**src/rtl/stack_ctrl.sv**
```systemverilog
// ---------------------------------------------------------------------------
// stack_ctrl : return-address stack for JCALL/JR with zero-latency top-of-stack
// Optional macro STACK_OVF_TRAP_EN: trap overflow/underflow into sticky err.
// Revision: 1.0
// ---------------------------------------------------------------------------
`default_nettype none

module stack_ctrl #(
  parameter int WIDTH = 10,
  parameter int DEPTH = 8
) (
  input  logic                       clk,
  input  logic                       reset,
  input  logic                       push,
  input  logic                       pop,
  input  logic [WIDTH-1:0]           d,
  output logic [WIDTH-1:0]           q,
  output logic                       empty,
  output logic                       full,
  output logic [$clog2(DEPTH):0]     count,
  output logic                       err
);

  localparam int                c_AW       = $clog2(DEPTH);
  localparam logic [c_AW:0]     c_FULL_CNT = (c_AW+1)'(DEPTH);
  localparam logic [c_AW:0]     c_CNT_ONE  = (c_AW+1)'(1);
  localparam logic [c_AW-1:0]   c_SP_ONE   = c_AW'(1);

  logic [WIDTH-1:0] r_mem [DEPTH];
  logic [c_AW-1:0]  r_sp;
  logic [c_AW:0]    r_count;

  logic [c_AW-1:0]  w_sp_m1;
  logic             w_empty;
  logic             w_full;
  logic             w_wr_en;
  logic [c_AW-1:0]  w_wr_addr;
  logic             w_sp_inc;
  logic             w_sp_dec;
  logic             w_cnt_inc;
  logic             w_cnt_dec;
`ifdef STACK_OVF_TRAP_EN
  logic             w_err_set;
`endif

  assign w_sp_m1 = r_sp - c_SP_ONE;
  assign w_empty = (r_count == '0);
  assign w_full  = (r_count == c_FULL_CNT);

  // Operation decode; a push+pop on an empty stack degrades to a plain push.
  always_comb begin
    w_wr_en   = 1'b0;
    w_wr_addr = r_sp;
    w_sp_inc  = 1'b0;
    w_sp_dec  = 1'b0;
    w_cnt_inc = 1'b0;
    w_cnt_dec = 1'b0;
`ifdef STACK_OVF_TRAP_EN
    w_err_set = 1'b0;
`endif
    if (push && pop && !w_empty) begin
      w_wr_en   = 1'b1;
      w_wr_addr = w_sp_m1;
    end else if (push) begin
      if (!w_full) begin
        w_wr_en   = 1'b1;
        w_sp_inc  = 1'b1;
        w_cnt_inc = 1'b1;
      end else begin
`ifdef STACK_OVF_TRAP_EN
        w_err_set = 1'b1;
`else
        w_wr_en   = 1'b1;
        w_sp_inc  = 1'b1;
`endif
      end
    end else if (pop) begin
      if (!w_empty) begin
        w_sp_dec  = 1'b1;
        w_cnt_dec = 1'b1;
      end else begin
`ifdef STACK_OVF_TRAP_EN
        w_err_set = 1'b1;
`endif
      end
    end
  end

  always_ff @(posedge clk or posedge reset) begin
    if (reset) begin
      r_sp    <= '0;
      r_count <= '0;
    end else begin
      if (w_sp_inc)
        r_sp <= r_sp + c_SP_ONE;
      else if (w_sp_dec)
        r_sp <= w_sp_m1;
      if (w_cnt_inc)
        r_count <= r_count + c_CNT_ONE;
      else if (w_cnt_dec)
        r_count <= r_count - c_CNT_ONE;
    end
  end

  // Storage is not reset; stale contents are hidden behind the count==0 mask on q.
  always_ff @(posedge clk) begin
    if (!reset && w_wr_en)
      r_mem[w_wr_addr] <= d;
  end

`ifdef STACK_OVF_TRAP_EN
  logic r_err;

  always_ff @(posedge clk or posedge reset) begin
    if (reset)
      r_err <= 1'b0;
    else if (w_err_set)
      r_err <= 1'b1;
  end

  assign err = r_err;
`else
  assign err = 1'b0;
`endif

  assign q     = w_empty ? '0 : r_mem[w_sp_m1];
  assign empty = w_empty;
  assign full  = w_full;
  assign count = r_count;

endmodule

`default_nettype wire
```
**config.mk**
```make
export PLATFORM = sky130hd
export DESIGN_NAME = stack_ctrl
export DESIGN_NICKNAME = d
export VERILOG_FILES = /design/src/rtl/stack_ctrl.sv
export SDC_FILE = /design/constraint.sdc
export NUM_CORES = 1
export LEC_CHECK = 0
export CAP_MARGIN = 10
export CORE_MARGIN = 8
export CORE_UTILIZATION = 55
export CTS_CLUSTER_DIAMETER = 120
export CTS_CLUSTER_SIZE = 30
export DETAILED_ROUTE_END_ITERATION = 8
export HOLD_SLACK_MARGIN = 0.12
export PLACE_DENSITY_LB_ADDON = 0.3
export SLEW_MARGIN = 20
export SYNTH_ARGS = -nofsm -noshare
export SYNTH_HDL_FRONTEND = slang
export SYNTH_SLANG_ARGS = --single-unit
```
**constraint.sdc**
```tcl
create_clock -name clk -period 8.4 [get_ports clk]
set_input_delay 0.84 -clock clk [delete_from_list [all_inputs] [get_ports clk]]
set_output_delay 0.84 -clock clk [all_outputs]
set_load 0.05 [all_outputs]
```
==> metrics.txt, run 1 <==
Final GP Congestion=0.832; RSZ-0062 raised after global routing=no; Die ar.=9760 um^2; end of the critical path=q[9]; clock slew at reported path FFs=80 ps; hpwl dp=4.53 mm; CP Launch Point=r_sp[0]; area fraction in compound gates after synthesis=5.91%; hold_buf cts=0; ANT cells=0; Ports=31; worst r2r dst=count[3]; Pins Over Slew Limit=0; Post-Syn Instances=224; R2R setup slack=5470 ps; max_cap viols=0; Core ar.=6720 um^2; Fin Setup TNS=0 ps; Hold Fails Final Rpt=0; cts repair resizes=0; Post-Synth Simple-Gate Area=6.21%; Synth-to-Final Area Change=16.9%; Avg WL per Cell=21.2 um; Seq/Total Area, Yosys=68.4%; Post-synth EDFFs=80; area leader, netlist=edfxtp_1; Synth warnings=0; startpoint types=flop; Synthesized Nets=243; final period utilization=51.0%; Clock Path Buffers=2; adder-cell share of the synthesized area=2.12%; total track usage=15.8%; CP Capture Type=output port; crit-path max FO=28; post-synthesis mux area share=12.8%; final instance area=4410 um^2; initial core utilization=56.1%; die width=98.8 um; Tmin final=4280 ps; Fmax achieved=233 MHz; Setup-failing EPs final=0; Area contributors post-synth=edfxtp_1 64%, mux4_2 12%, dfrtp_1 4.6%; nets=278; DRT antenna net count=0; worst-margin pin slew=1070 ps; pin count of the biggest net entering global routing=29; first-pass GRT wire length=11.3 mm; H-tree levels=3; Synth Register Bits=87; Root Buffer=clkbuf_8; Yosys top cell area share=63.7%; DRC=0; Primary FF master, synth=edfxtp_1; post-CTS setup repair buffer count=0; Vias=2,087; Hold Path Class=reg -> reg; # port buffers=29; outcome=completed; CTS tree=yes; commonest cells in the netlist=80 x edfxtp_1, 24 x nand2_1, 20 x mux4_2; synthesized area=3770 um^2; share of cells above drive strength 1=22.8%; row cnt=30; placed cell areas=4210 um^2; top-count cell post-synth=edfxtp_1; 1st-iter DRT viols=151; main combinational cell family by area after synthesis=multiplexers; Worst Path Class, Setup=reg -> out; Post-Route WL=7.28 mm; initial antenna violation count=0; Reg2Reg Depth=8; asr flop ratio synth=8.05%; worst-skew pair later-pin latency=360 ps; DRT Pass-1 Iters=4; Clock Skews=5.95 ps; CTS sink cnt=87; gr ovfl total=0; CP Data Required Time=7560 ps; synthesized area per cell=16.8 um^2; Vias per Instance=6.08; vias in the first global route=2,166; number of library cell types mapped by synthesis=39; Slew HR=28.1%; FF-to-FF Start=count[0]; Synth Area in XOR/XNOR=1.86%; CTS Buf Count=9; Critical Path AT=3440 ps; Die H=98.8 um
==> sequential cells by signal (all words and copies together) (netlist names) <==
name   flops
r_mem     80
r_sp       3
count      4
==> critical path, stage by stage (launching register included) <==
cell and delay [ps]:
dfrtp_1 320, buf_4 400, inv_1 160, ha_2 780
mux4_2 330, nand2_1 60, a21oi_1 190, clkdlybuf4s50_1 840
==> kinds of logic after synthesis <==
family,after synthesis
DFF,87
and+or+nand+nor,50
AOI/OAI and AO/OA,31
muxes,23
buffers and inverters,18
xor gates and xnor gates,8
adders and majority gates,6
other,1
==> cell usage in the layout, fill, tap and decap left out, types with 2 or more instances in the layout <==
master and instances:
edfxtp_1 80, nor3_1 4, nor2b_1 2, nand2_1 24, o41ai_4 2, ha_1 3
nand3_1 6, clkdlybuf4s50_1 29, mux4_2 20, o31ai_2 5, inv_1 4, nand4_1 3
clkbuf_8 9, o21ai_0 2, buf_4 9, nor2_1 5, dfrtp_1 7, xor2_1 4
clkinv_4 2, xnor2_1 4, mux2_2 3, a21oi_1 12
==> worst min-delay path by stage <==
| stage | cells past startpoint | from | end | slack [ps] |
|---|---|---|---|---|
| after floorplan | 2 | r_sp[2] | r_sp[2] | 600 |
| after global placement | 1 | count[0] | count[0] | 700 |
| after detailed placement | 1 | count[0] | count[0] | 710 |
| after CTS | 1 | count[0] | count[0] | 730 |
| after global routing | 1 | count[3] | count[3] | 770 |
| final | 1 | count[0] | count[0] | 720 |
==> final cells by class <==
class	count	area [um^2]
sequential	87	2580
inverter	4	15.0
multi-input combinational	119	1170
clock buffer	10	128
fill	464	2310
timing repair buffer	38	358
tap	80	100
clock inverter	5	60.1
==> stage by stage <==
| stage | utilization (%) | hold slack (ps) | instances | worst slack, ps |
|---|---|---|---|---|
| floorplan | - | 604 | 224 | 4860 |
| global placement | 62.6 | 700 | 328 | 4180 |
| detailed placement | 62.6 | 708 | 328 | 4130 |
| CTS | 65.4 | 727 | 343 | 3700 |
| global route | 65.6 | 769 | 343 | 3840 |
| finish | 65.6 | 717 | 343 | 4120 |
==> layer usage <==
metal	part of all wire [%]	global-route usage [%]	up-vias	routed length (um)
met5	0	0	-	0
met4	2.9	10.5	0	210
met3	6.8	4.09	17	496
met2	49	25.3	69	3600
met1	41	18.4	1045	2980
li1	-	-	956	-
Power of run 1 is not shown: default switching activity piles up to over one toggle a cycle in this logic, so the estimate is an artifact.
==> inputs of run 2 (changes only) <==
--- a/config.mk
+++ b/config.mk
@@ -7,7 +7,7 @@
 export LEC_CHECK = 0
 export CAP_MARGIN = 10
 export CORE_MARGIN = 8
-export CORE_UTILIZATION = 55
+export CORE_UTILIZATION = 52
 export CTS_CLUSTER_DIAMETER = 120
 export CTS_CLUSTER_SIZE = 30
 export DETAILED_ROUTE_END_ITERATION = 8
==> constraint.sdc (replaced) <==
create_clock -name clk -period 3.6 [get_ports clk]
set_input_delay 0.36 -clock clk [delete_from_list [all_inputs] [get_ports clk]]
set_output_delay 0.36 -clock clk [all_outputs]
set_load 0.05 [all_outputs]
==> run 2 against run 1 <==
Sequential share of layout area is 2.7 points lower. Hold slack worse by 370 ps. Largest cell class unchanged. Non-clock buffer count is 7 higher. Final cell count is 7.9% higher. Worst setup slack worse by 3500 ps. Count of clock-buffer cells in the layout is 1 lower. Die area is 4.8% higher.
==> metrics.txt, run 2 (synthesis results as in run 1) <==
Fmax achieved=331 MHz; Final GP Congestion=0.760; H-tree levels=3; buffer and inverter count on the worst path=3; Core ar.=7140 um^2; ANT cells=0; row cnt=31; nets=285; Clock Path Buffers=2; hold_buf cts=0; CTS tree=yes; CTS sink cnt=87; Die ar.=10,200 um^2; startpoint types=flop; Clock Skews=12.6 ps; 1st-iter DRT viols=111; post-CTS setup repair buffer count=0; Worst Path Class, Setup=reg -> out; Tmin final=3020 ps; commonest non-fill, non-tap cell in the layout=edfxtp_1; crit-path max FO=15; CP Capture Type=output port; vias in the first global route=2,083; Hold Path Class=in -> async; Vias per Instance=5.76; die width=101 um; total track usage=15.1%; final period utilization=83.8%; Slew HR=59.3%; Worst path max stage delay=670 ps; end of the critical path=q[9]; worst r2r dst=count[3]; cell mode on critical path=buf_12; most frequent cells in the layout=80 x edfxtp_1, 24 x nand2_1, 20 x mux4_2; max_cap viols=0; DRT Pass-1 Iters=4; cts repair resizes=0; worst-skew pair later-pin latency=360 ps; CTS Buf Count=9; Largest register FFs=80; Hold Fails Final Rpt=0; Reg2Reg Depth=8; Synth-to-Final Area Change=22.6%; Die H=101 um; Avg WL per Cell=19.8 um; Root Buffer=clkbuf_8; Critical Path AT=2660 ps; largest reg by FF count=r_mem; # port buffers=29; initial core utilization=52.8%; DRT antenna net count=0; Fin Setup TNS=0 ps; R2R setup slack=740 ps; Pins Over Slew Limit=0; pin count of the biggest net entering global routing=25; worst-margin pin slew=606 ps; Top delay family on crit path=adder cells; gr ovfl total=0; FF-to-FF Start=count[0]; critical-path cell list=inv_1 -> ha_1 -> buf_12 -> mux4_2 -> nand2_1 -> a21oi_1 -> buf_12; Vias=2,130; Ports=31; CP Data Required Time=3240 ps; CP Launch Point=r_sp[1]; Crit path depth=7; share of cells above drive strength 1=28.8%; DRC=0; Setup-failing EPs final=0; initial antenna violation count=0; clock slew at reported path FFs=80 ps; hpwl dp=4.63 mm; outcome=completed; Post-Route WL=7.32 mm; RSZ-0062 raised after global routing=no; critical path's slowest cell=ha_1; first-pass GRT wire length=11.3 mm
## run 2: worst min-delay path by stage
stage / to / slack [ps]
global route: r_sp[1] / 390
finish: r_sp[1] / 350
global placement: count[0] / 710
CTS: r_sp[1] / 340
floorplan: count[0] / 180
detailed placement: r_sp[0] / 710
## run 2: layout make-up
cell class                      count  area, um^2
Sequential cell                    87        2580
Timing Repair Buffer               45         523
Clock inverter                      7         111
Multi-Input combinational cell    119        1150
Tap cell                           99         124
Clock buffer                        9         124
Fill cell                         523        2520
Inverter                            4        15.0
## run 2: stage by stage
step / setup slack, ps / instance area [um^2] / hold WS (ps) / cells / utilization [%]
after CTS: 588 / 4620 / 337 / 370 / 64.7
after global routing: 428 / 4620 / 388 / 370 / 64.7
final: 582 / 4620 / 347 / 370 / 64.7
after detailed placement: 583 / 4390 / 713 / 354 / 61.4
after global placement: 654 / 4390 / 706 / 354 / 61.4
after floorplan: 481 / 3770 / 180 / 224 / -
## run 2: metal layers
metal	share of wire [%]	vias to the layer above	wire length, um	GRT usage (%)
met5	0	-	0	0
met4	1.3	0	96	5.96
met3	4.9	7	355	4.19
met2	50	54	3670	24.2
met1	44	1106	3200	19.0
li1	-	963	-	-
Power of run 2 is left out for the same reason.
==> inputs of run 3 (changes only) <==
--- a/config.mk
+++ b/config.mk
@@ -7,7 +7,7 @@
 export LEC_CHECK = 0
 export CAP_MARGIN = 10
 export CORE_MARGIN = 8
-export CORE_UTILIZATION = 52
+export CORE_UTILIZATION = 55
 export CTS_CLUSTER_DIAMETER = 120
 export CTS_CLUSTER_SIZE = 30
 export DETAILED_ROUTE_END_ITERATION = 8
==> constraint.sdc (replaced) <==
create_clock -name clk -period 3 [get_ports clk]
set_input_delay 0.3 -clock clk [delete_from_list [all_inputs] [get_ports clk]]
set_output_delay 0.3 -clock clk [all_outputs]
set_load 0.05 [all_outputs]
==> run 3 against run 2 <==
Design area hardly changed. Non-clock buffer count up 8. Via count is 1.1% higher. Register-to-register slack worse by 560 ps. Sequential cell count did not move. Count of clock-buffer cells in the layout stayed put. Final cell count down 3.0%. Clock skew fell by 7.1 ps. Sequential share of layout area rose by 0.066 points. Critical path depth is 1 higher. Worst setup slack worse by 400 ps. Hold slack gained 0.67 ps.
==> metrics.txt, run 3 (synthesis results as in run 1) <==
most frequent cells in the layout=80 x edfxtp_1, 24 x nand2_1, 23 x buf_4; CP Launch Point=count[0]; FF-to-FF Start=count[0]; Hold Fails Final Rpt=0; Fin Setup TNS=0 ps; DRT antenna net count=0; commonest non-fill, non-tap cell in the layout=edfxtp_1; Core ar.=6720 um^2; Synth-to-Final Area Change=22.6%; Largest register FFs=80; Pins Over Slew Limit=0; Worst Path Class, Setup=reg -> reg; Final GP Congestion=0.848; Ports=31; CTS Buf Count=9; final period utilization=94.1%; RSZ-0062 raised after global routing=no; multi-input logic area=1170 um^2; post-CTS setup repair buffer count=0; vias in the first global route=2,304; CP Capture Type=flop; final worst slack=178 ps; Setup-failing EPs final=0; Tmin final=2820 ps; ANT cells=0; CTS tree=yes; gr ovfl total=0; Slew HR=51.4%; end of the critical path=count[3]; R2R setup slack=180 ps; outcome=completed; critical-path cell list=o31ai_1 -> nand2_1 -> or2_2 -> ha_1 -> a21o_2 -> a21oi_1 -> mux2_2 -> a211o_1; fillers=433; Reg2Reg Depth=8; DRC=0; DRT Pass-1 Iters=4; die width=98.8 um; hpwl dp=5.04 mm; register area=2580 um^2; Vias per Instance=6.00; startpoint types=flop; share of cells above drive strength 1=32.6%; Clock Skews=5.47 ps; Root Buffer=clkbuf_8; Vias=2,153; Clock Path Buffers=2; # port buffers=29; initial core utilization=56.1%; worst-skew pair later-pin latency=350 ps; clock slew at reported path FFs=80 ps; worst r2r dst=count[3]; worst-margin pin slew=729 ps; 1st-iter DRT viols=149; Critical Path AT=3060 ps; crit-path max FO=8; Post-Route WL=7.30 mm; total track usage=16.1%; CTS sink cnt=87; Fmax achieved=354 MHz; CP Data Required Time=3240 ps; pin count of the biggest net entering global routing=22; Die H=98.8 um; max_cap viols=0; Hold Path Class=in -> async; Setup WS pre-CTS=199 ps; largest reg by FF count=r_mem; H-tree levels=3; hold_buf cts=0; critical path's slowest cell=dfrtp_2; nets=293; initial antenna violation count=0; cts repair resizes=0; row cnt=30; Die ar.=9760 um^2; first-pass GRT wire length=11.8 mm; Avg WL per Cell=20.3 um; Worst path max stage delay=490 ps
## run 3: stage by stage
stage	utilization (%)	std cells	area (um^2)	hold WS (ps)
floorplan	-	224	3780	120
global placement	66.0	343	4430	602
CTS	68.5	359	4600	318
finish	68.8	359	4620	348
detailed placement	66.0	343	4430	610
global route	68.8	359	4620	367
## run 3: area by class of cell
type / instances / area share (%)
clock inverter: 7 / 1.03
clock buffer: 9 / 2.68
inverter: 4 / 0.325
tap: 80 / 2.17
multi-input combinational: 119 / 25.3
timing repair buffer: 53 / 12.6
sequential: 87 / 55.8
## run 3: how the worst min path moves through the flow
| stage | from | end | depth (start not counted) |
|---|---|---|---|
| final | reset | r_sp[1] | 3 |
| after global routing | reset | count[3] | 3 |
| after CTS | reset | count[3] | 3 |
| after detailed placement | count[0] | count[0] | 1 |
| after global placement | count[0] | count[0] | 1 |
| after floorplan | reset | count[3] | 1 |
## run 3: worst max-delay path, delay by kind of cell, from the launching register on
kind                       cells  cell delay [ps]
adders and majority gates      1              290
DFF                            1              490
muxes                          1              370
and+or+nand+nor                2              460
AOI/OAI and AO/OA              4             1100
## run 3: metal layers
layer	global-route usage, %	part of all wire (%)	vias up	wire, um
li1	-	-	986	-
met1	18.1	40	1068	2930
met2	27.1	52	83	3760
met3	3.81	6.2	16	452
met4	10.3	2.1	0	151
met5	0	0	-	0
Power of run 3 is left out for the same reason.
